[src/rtl/smc_pkg.sv]
// Shared constants and types for the stepper-motor PWM core: register map,
// channel mode encoding and MCCTL field positions.
package smc_pkg;

    localparam int MCPER     = 'h00;
    localparam int MCCTL     = 'h02;
    localparam int MCSTAT    = 'h04;
    localparam int MCCC_BASE = 'h10;
    localparam int MCDC_BASE = 'h20;

    localparam int CTL_EN     = 0;
    localparam int CTL_PRE_LO = 1;
    localparam int DC_SIGN    = 15;

    typedef enum logic [1:0] {
        OFF    = 2'b00,
        LEFT   = 2'b01,
        RIGHT  = 2'b10,
        CENTER = 2'b11
    } mode_e;

    // Low PRE bits of the prescaler that must all be set for a tick.
    function automatic logic [2:0] pre_mask(input logic [1:0] pre);
        case (pre)
            2'd0:    pre_mask = 3'b000;
            2'd1:    pre_mask = 3'b001;
            2'd2:    pre_mask = 3'b011;
            default: pre_mask = 3'b111;
        endcase
    endfunction

endpackage

[src/rtl/smc_pwm_core_if.sv]
// Register bus of the PWM core: select, write strobe, address and data.
interface smc_pwm_core_if #(
    parameter int AW = 7
);
    logic          QSEL;
    logic          QWRITE;
    logic [AW-1:0] QADDR;
    logic [15:0]   QDATAIN;
    logic [15:0]   QDATAOUT;

    modport master (output QSEL, output QWRITE, output QADDR, output QDATAIN, input QDATAOUT);
    modport slave  (input QSEL, input QWRITE, input QADDR, input QDATAIN, output QDATAOUT);
endinterface

[src/rtl/smc_pwm_chan.sv]
// One PWM channel: shadowed mode/sign/duty, comparator against the shared
// counter and registered coil outputs.
module smc_pwm_chan
    import smc_pkg::*;
#(
    parameter int CW = 11
) (
    input  logic          QCLK,
    input  logic          QRESET_N,
    input  logic [CW-1:0] cnt,
    input  logic [CW-1:0] per_s,
    input  logic          load,
    input  logic          en,
    input  logic [1:0]    mode_r,
    input  logic          sign_r,
    input  logic [CW-1:0] duty_r,
    output logic          mnp,
    output logic          mnm
);

    mode_e         mode_s;
    logic          sign_s;
    logic [CW-1:0] duty_s;
    logic [CW-1:0] d;
    logic [CW-1:0] lo;
    logic          pwm_p0;
    logic          mnp_p1;
    logic          mnm_p1;

    function automatic logic [CW-1:0] sat_duty(input logic [CW-1:0] duty, input logic [CW-1:0] per);
        sat_duty = (duty > per) ? per : duty;
    endfunction

    always_ff @(posedge QCLK or negedge QRESET_N) begin
        if (!QRESET_N) begin
            mode_s <= OFF;
            sign_s <= 1'b0;
            duty_s <= '0;
        end else if (load) begin
            mode_s <= mode_e'(mode_r);
            sign_s <= sign_r;
            duty_s <= duty_r;
        end
    end

    // p0: compare the live counter against the shadowed waveform
    always_comb begin
        d      = sat_duty(duty_s, per_s);
        lo     = (per_s - d) >> 1;
        pwm_p0 = 1'b0;
        case (mode_s)
            LEFT:    pwm_p0 = (cnt < d);
            RIGHT:   pwm_p0 = (cnt >= per_s - d);
            CENTER:  pwm_p0 = (cnt >= lo) && (cnt < lo + d);
            default: pwm_p0 = 1'b0;
        endcase
    end

    // p1: steer onto one coil pin and register
    always_ff @(posedge QCLK or negedge QRESET_N) begin
        if (!QRESET_N) begin
            mnp_p1 <= 1'b0;
            mnm_p1 <= 1'b0;
        end else begin
            mnp_p1 <= en && (per_s != '0) && pwm_p0 && !sign_s;
            mnm_p1 <= en && (per_s != '0) && pwm_p0 && sign_s;
        end
    end

    assign mnp = mnp_p1;
    assign mnm = mnm_p1;

endmodule

[src/rtl/smc_pwm_core.sv]
// Stepper-motor PWM core: register file, read mux, prescaler, shared period
// counter and period flag driving N_CH channel comparators.
module smc_pwm_core
    import smc_pkg::*;
#(
    parameter int N_CH = 12,
    parameter int CW   = 11,
    parameter int AW   = 7
) (
    input  logic            QCLK,
    input  logic            QRESET_N,
    smc_pwm_core_if.slave   bus,
    output logic [N_CH-1:0] MNP,
    output logic [N_CH-1:0] MNM
);

    logic [CW-1:0]   mcper;
    logic            en;
    logic [1:0]      pre;
    logic            pf;
    logic [1:0]      mccc [N_CH];
    logic [CW-1:0]   mcdc_duty [N_CH];
    logic [N_CH-1:0] mcdc_sign;

    logic            wr, rd;
    int              addr_i;
    logic [15:0]     rd_data;
    logic            per_we, ctl_we, pf_clr;
    logic [N_CH-1:0] cc_we, dc_we;
    logic            unused_din;

    logic [2:0]      pre_cnt;
    logic            tick;
    logic [CW-1:0]   cnt;
    logic [CW-1:0]   per_s;
    logic            per_zero;
    logic            boundary;
    logic            load;

    assign wr         = bus.QSEL && bus.QWRITE;
    assign rd         = bus.QSEL && !bus.QWRITE;
    assign addr_i     = int'(bus.QADDR);
    assign unused_din = ^bus.QDATAIN;

    always_comb begin
        rd_data = '0;
        per_we  = 1'b0;
        ctl_we  = 1'b0;
        pf_clr  = 1'b0;
        cc_we   = '0;
        dc_we   = '0;
        if (addr_i == MCPER) begin
            rd_data = 16'(mcper);
            per_we  = wr;
        end else if (addr_i == MCCTL) begin
            rd_data = {13'b0, pre, en};
            ctl_we  = wr;
        end else if (addr_i == MCSTAT) begin
            rd_data = {15'b0, pf};
            pf_clr  = wr && bus.QDATAIN[0];
        end
        for (int ch = 0; ch < N_CH; ch++) begin
            if (addr_i == MCCC_BASE + ch) begin
                rd_data   = {14'b0, mccc[ch]};
                cc_we[ch] = wr;
            end
            if (addr_i == MCDC_BASE + 2 * ch) begin
                rd_data          = 16'(mcdc_duty[ch]);
                rd_data[DC_SIGN] = mcdc_sign[ch];
                dc_we[ch]        = wr;
            end
        end
    end

    always_ff @(posedge QCLK or negedge QRESET_N) begin
        if (!QRESET_N) begin
            mcper        <= '0;
            en           <= 1'b0;
            pre          <= '0;
            mcdc_sign    <= '0;
            bus.QDATAOUT <= '0;
            for (int ch = 0; ch < N_CH; ch++) begin
                mccc[ch]      <= '0;
                mcdc_duty[ch] <= '0;
            end
        end else begin
            if (per_we) mcper <= bus.QDATAIN[CW-1:0];
            if (ctl_we) begin
                en  <= bus.QDATAIN[CTL_EN];
                pre <= bus.QDATAIN[CTL_PRE_LO +: 2];
            end
            for (int ch = 0; ch < N_CH; ch++) begin
                if (cc_we[ch]) mccc[ch] <= bus.QDATAIN[1:0];
                if (dc_we[ch]) begin
                    mcdc_duty[ch] <= bus.QDATAIN[CW-1:0];
                    mcdc_sign[ch] <= bus.QDATAIN[DC_SIGN];
                end
            end
            if (rd) bus.QDATAOUT <= rd_data;
        end
    end

    // Timebase: prescaler, period counter and boundary detection
    assign tick     = en && ((pre_cnt & pre_mask(pre)) == pre_mask(pre));
    assign per_zero = (per_s == '0);
    assign boundary = tick && !per_zero && (cnt == per_s - CW'(1));
    // A zero period never reaches a boundary, so shadows keep tracking the
    // registers until a non-zero MCPER arrives.
    assign load     = !en || per_zero || boundary;

    always_ff @(posedge QCLK or negedge QRESET_N) begin
        if (!QRESET_N) begin
            pre_cnt <= '0;
            cnt     <= '0;
            per_s   <= '0;
            pf      <= 1'b0;
        end else begin
            pre_cnt <= en ? pre_cnt + 3'd1 : 3'd0;
            if (!en || per_zero)  cnt <= '0;
            else if (boundary)    cnt <= '0;
            else if (tick)        cnt <= cnt + CW'(1);
            if (load)             per_s <= mcper;
            if (boundary)         pf <= 1'b1;
            else if (pf_clr)      pf <= 1'b0;
        end
    end

    for (genvar g = 0; g < N_CH; g++) begin : g_ch
        smc_pwm_chan #(.CW(CW)) u_chan (
            .QCLK     (QCLK),
            .QRESET_N (QRESET_N),
            .cnt      (cnt),
            .per_s    (per_s),
            .load     (load),
            .en       (en),
            .mode_r   (mccc[g]),
            .sign_r   (mcdc_sign[g]),
            .duty_r   (mcdc_duty[g]),
            .mnp      (MNP[g]),
            .mnm      (MNM[g])
        );
    end

endmodule

[src/flat_wrapper.sv]
// flat-port wrapper written by rule: the top's interface ports become plain ports
module smc_pwm_core_flat import smc_pkg::*;
#(
    parameter int N_CH = 12,
    parameter int CW   = 11,
    parameter int AW   = 7
)
  (QCLK, QRESET_N, MNP, MNM, bus_QSEL, bus_QWRITE, bus_QADDR, bus_QDATAIN, bus_QDATAOUT);
  smc_pwm_core_if #(.AW(AW)) bus_i ();
  input  logic QCLK;
  input  logic QRESET_N;
  output logic [N_CH-1:0] MNP;
  output logic [N_CH-1:0] MNM;
  input wire logic [$bits(bus_i.QSEL)-1:0] bus_QSEL;
  input wire logic [$bits(bus_i.QWRITE)-1:0] bus_QWRITE;
  input wire logic [$bits(bus_i.QADDR)-1:0] bus_QADDR;
  input wire logic [$bits(bus_i.QDATAIN)-1:0] bus_QDATAIN;
  output wire logic [$bits(bus_i.QDATAOUT)-1:0] bus_QDATAOUT;
  assign bus_i.QSEL = bus_QSEL;
  assign bus_i.QWRITE = bus_QWRITE;
  assign bus_i.QADDR = bus_QADDR;
  assign bus_i.QDATAIN = bus_QDATAIN;
  assign bus_QDATAOUT = bus_i.QDATAOUT;
  smc_pwm_core #(.N_CH(N_CH), .CW(CW), .AW(AW)) u_core (.QCLK(QCLK), .QRESET_N(QRESET_N), .bus(bus_i), .MNP(MNP), .MNM(MNM));
endmodule
[config.mk]
export PLATFORM = sky130hd
export DESIGN_NAME = smc_pwm_core_flat
export DESIGN_NICKNAME = d
export VERILOG_FILES = /design/src/rtl/smc_pkg.sv /design/src/rtl/smc_pwm_core_if.sv /design/src/rtl/smc_pwm_chan.sv /design/src/rtl/smc_pwm_core.sv /design/src/flat_wrapper.sv
export SDC_FILE = /design/constraint.sdc
export NUM_CORES = 2
export LEC_CHECK = 0
export CORE_MARGIN = 2
export CORE_UTILIZATION = 51
export CTS_CLUSTER_DIAMETER = 60
export CTS_CLUSTER_SIZE = 40
export DETAILED_ROUTE_END_ITERATION = 8
export MAX_ROUTING_LAYER = met4
export PLACE_DENSITY = 0.67
export SLEW_MARGIN = 20
export SYNTH_ARGS = -nofsm -noshare
export SYNTH_HDL_FRONTEND = slang
export SYNTH_SLANG_ARGS = --single-unit
[constraint.sdc]
create_clock -name QCLK -period 11.1 [get_ports QCLK]
set_input_delay 2.775 -clock QCLK [delete_from_list [all_inputs] [get_ports QCLK]]
set_output_delay 2.775 -clock QCLK [all_outputs]
set_load 0.005 [all_outputs]
==> flow_metrics.py <==
metrics = {
    "sta": {
        "hold_viol": 0,
        "slew_headroom": 0.183,
        "rsz0062_at_grt": "false",
        "fmax_mhz": 115,
        "finClkSkew_ns": 0.0568,
        "post-route-period-util": 0.782,
        "tightest_slew_ns": 1.22,
        "slew_violations": 0,
        "final.setup.tns_ns": 0,
        "layout_setup_ws_ns": 2.42,
        "finalSetupViolCount": 0,
        "post-route-min-period_ns": 8.68,
    },
    "grt": {
        "grtUsageTotal": 0.330,
        "antenna_found_initial": 11,
        "grt_max_degree": 189,
        "grt_pass1_vias": 34800,
        "grt-ovfl-total": 0,
        "grt_pass1_wl_um": 213000,
    },
    "yosys": {
        "synth_top_area_frac": 0.249,
        "synth-main-ff-cell": "dfrtp_1",
        "synth_xor_area_frac": 0.0479,
        "synthSimpleGateAreaFrac": 0.126,
        "yosysWarningCount": 0,
        "ys_ff_latch": 412,
        "ys_seq_area_frac": 0.237,
        "synthCells": 4671,
        "synth_top_family_by_area": "adder cells",
        "synth.top_cells.by_count": "ha_1 (867), dfrtp_1 (412), nor2_1 (338)",
        "post-synth-top-count-cell": "ha_1",
        "syn-cell-area_um2": 43600,
        "synth_fa_ha_area_frac": 0.260,
        "synth.distinct_cells": 88,
        "async_flop_share": 1.00,
        "synth_mux_area_frac": 0.109,
        "synth-edff-count": 0,
        "synth-compound-area-share": 0.177,
        "post-synth-top-area-cell": "ha_1",
        "avgSynthCellArea_um2": 9.32,
        "yosys-top-cells-area": "ha_1 (25%), dfrtp_1 (24%), mux2_2 (6.6%)",
    },
    "die": {
        "start_util": 0.513,
        "ios": 67,
        "core_um2": 84900,
        "die_h_um": 296,
        "rows": 107,
        "design.die.area_um2": 87800,
        "die_x_um": 296,
    },
    "setup_path": {
        "cp_slowest_cell": "clkinv_1",
        "cp_common_cell": "ha_1",
        "end_kind": "flop",
        "regToRegStartpoint": "u_core.per_s[1]",
        "cp.depth": 29,
        "worstSetupEndpoint": "u_core.g_ch[10].u_chan.mnm",
        "cp-start-kind": "flop",
        "reg2reg_depth": 29,
        "cpLargestDelayFamily": "compound AO/OA/AOI/OAI gates",
        "reg2reg_slack_ns": 2.42,
        "crit_buf_inv": 3,
        "r2r-end": "u_core.g_ch[10].u_chan.mnm",
        "crit_arrival_ns": 9.24,
        "startpoint": "u_core.per_s[1]",
        "critical-path-max-stage-delay_ns": 0.90,
        "worstPathMaxFanout": 12,
        "critPathKind": "flop to flop",
        "required_ns": 11.65,
    },
    "hold_path": {
        "hp-class": "flop to flop",
    },
    "detailed_routing": {
        "vias": 36900,
        "firstDrtPassIters": 6,
        "drc": 0,
        "wl_um": 142000,
        "drt_iter0_markers": 2803,
        "postRouteAntennaNets": 0,
        "wire_per_inst_um": 24.1,
        "avgViaCountPerCell": 6.28,
    },
    "cts": {
        "cts_hold_buf": 0,
        "worst_skew_pair.late_latency_ns": 0.64,
        "numCtsBuffers": 40,
        "htree_levels": 2,
        "cts_root_buf": "clkbuf_16",
        "cts_resized": 0,
        "cts_tree": "done",
        "clk_pin_slew_worst_paths_ns": 0.08,
        "postCtsSetupRepairBufs": 0,
        "clockBufferDepth": 3,
        "cts.sinks": 412,
    },
    "finish": {
        "nets": 5603,
        "fin_cells": 5871,
        "drive_above_1_share": 0.102,
        "area_growth_pct": 7.99,
    },
    "run_status": {
        "status": "finished clean",
    },
    "placed_design": {
        "portBuffers": 58,
        "dp_hpwl_um": 104000,
        "place_congestion": 1.02,
        "pre_cts_ws_ns": 2.53,
        "dp_cells": 5786,
    },
    "pwr": {
        "p_leak_nw": 23.7,
        "ir_worst_vdd_mv": 0.0998,
        "powerDensity_nw_per_um2": 159,
    },
    "job": {
        "max_cap_viol_count": 0,
    },
}
-- area by class of cell --
| class | instances | area [um2] |
|---|---|---|
| inverter | 287 | 1080 |
| clock buffer | 43 | 1010 |
| timing repair buffer | 123 | 1120 |
| antenna | 10 | 25.0 |
| multi-input combinational | 3821 | 31400 |
| tap | 1144 | 1430 |
| sequential | 412 | 10300 |
| fill | 7663 | 37800 |
| clock inverter | 31 | 604 |
-- per-stage QoR --
step	instance area, um2	util	power (mW)	hold WS [ns]
2_1_floorplan	43600	-	4.89	0.412
3_3_place_gp	45400	0.534	5.70	0.440
3_5_place_dp	45400	0.534	5.80	0.446
4_1_cts	47000	0.553	7.46	0.460
5_1_grt	47000	0.554	8.12	0.480
6_report	47000	0.554	7.47	0.452
-- worst register-to-register path, delay by kind of cell (launching register included) --
| kind | cells | cell delay (ns) |
|---|---|---|
| AO/OA/AOI/OAI | 11 | 3.08 |
| XOR/XNOR | 2 | 0.41 |
| adder cells (fa/ha/maj) | 5 | 1.59 |
| buffers and inverters | 3 | 1.51 |
| flip-flops | 1 | 0.69 |
| multiplexers | 1 | 0.52 |
| AND/OR/NAND/NOR | 7 | 0.83 |
-- registers in the layout, summed over array words and instances, names as in the netlist, 12 cells and up --
name and flops:
u_core.g_ch.u_chan.duty_s 132, u_core.mcdc_duty 132, u_core.g_ch.u_chan.mode_s 24, u_core.mccc 24
u_core.bus.QDATAOUT 12, u_core.g_ch.u_chan.mnm 12, u_core.g_ch.u_chan.mnp 12, u_core.g_ch.u_chan.sign_s 12
u_core.mcdc_sign 12
-- layer usage --
layer	part of all wire	GRT usage	vias to the layer above
li1	-	-	17400
met1	0.45	0.445	18000
met2	0.44	0.511	1197
met3	0.071	0.0429	269
met4	0.039	0.112	0
met5	0	-	-
-- layout by cell type (no fill, tap or decap), types with 21 or more instances in the layout --
cell type,instances
nand3_1,71
o2111ai_1,32
dfrtp_1,394
nand2_1,252
xor2_1,138
o21ai_0,192
a31oi_1,37
a211oi_1,53
o21bai_1,30
or2_2,33
fa_1,24
nand2b_1,51
a221oi_1,22
a2111oi_0,21
mux2_1,130
a21o_1,164
a22oi_1,26
mux2_2,255
buf_4,62
a21oi_1,302
nor2b_1,63
nor2_1,338
clkbuf_16,40
o21a_1,33
nor3_1,85
nand4_1,63
inv_1,281
ha_1,867
xnor2_1,100
mux2i_1,37
o41ai_1,26
o211ai_1,41
nor4_1,27
clkdlybuf4s50_1,57
-- cell families (layout without fill, tap and decap cells) --
family / Yosys count / after routing
flip-flops: 412 / 412
AO/OA/AOI/OAI: 1147 / 1147
multiplexers: 423 / 423
XOR/XNOR: 238 / 238
adder cells (fa/ha/maj): 891 / 891
AND/OR/NAND/NOR: 1118 / 1118
buffers and inverters: 441 / 484
other: 1 / 14
-- worst min path at each step --
| stage | cells after the start | slack, ns | endpoint | from |
|---|---|---|---|---|
| final | 1 | 0.45 | u_core.g_ch[4].u_chan.mnp | u_core.g_ch[4].u_chan.sign_s |
| after global routing | 1 | 0.48 | u_core.g_ch[4].u_chan.mnp | u_core.g_ch[4].u_chan.sign_s |
| after CTS | 1 | 0.46 | u_core.g_ch[4].u_chan.mnp | u_core.g_ch[4].u_chan.sign_s |
| after floorplan | 1 | 0.41 | u_core.g_ch[2].u_chan.mnp | u_core.g_ch[2].u_chan.sign_s |
| after global placement | 1 | 0.44 | u_core.g_ch[4].u_chan.mnp | u_core.g_ch[4].u_chan.sign_s |
| after detailed placement | 1 | 0.45 | u_core.g_ch[4].u_chan.mnp | u_core.g_ch[4].u_chan.sign_s |
-- report_power, final --
part           switching [mW]  internal, mW  total, mW
clock                   0.833         0.810       1.64
combinational            2.40          1.75       4.15
sequential              0.103          1.57       1.67
total                    3.34          4.13       7.47
Power figures use the tool's default switching activity.
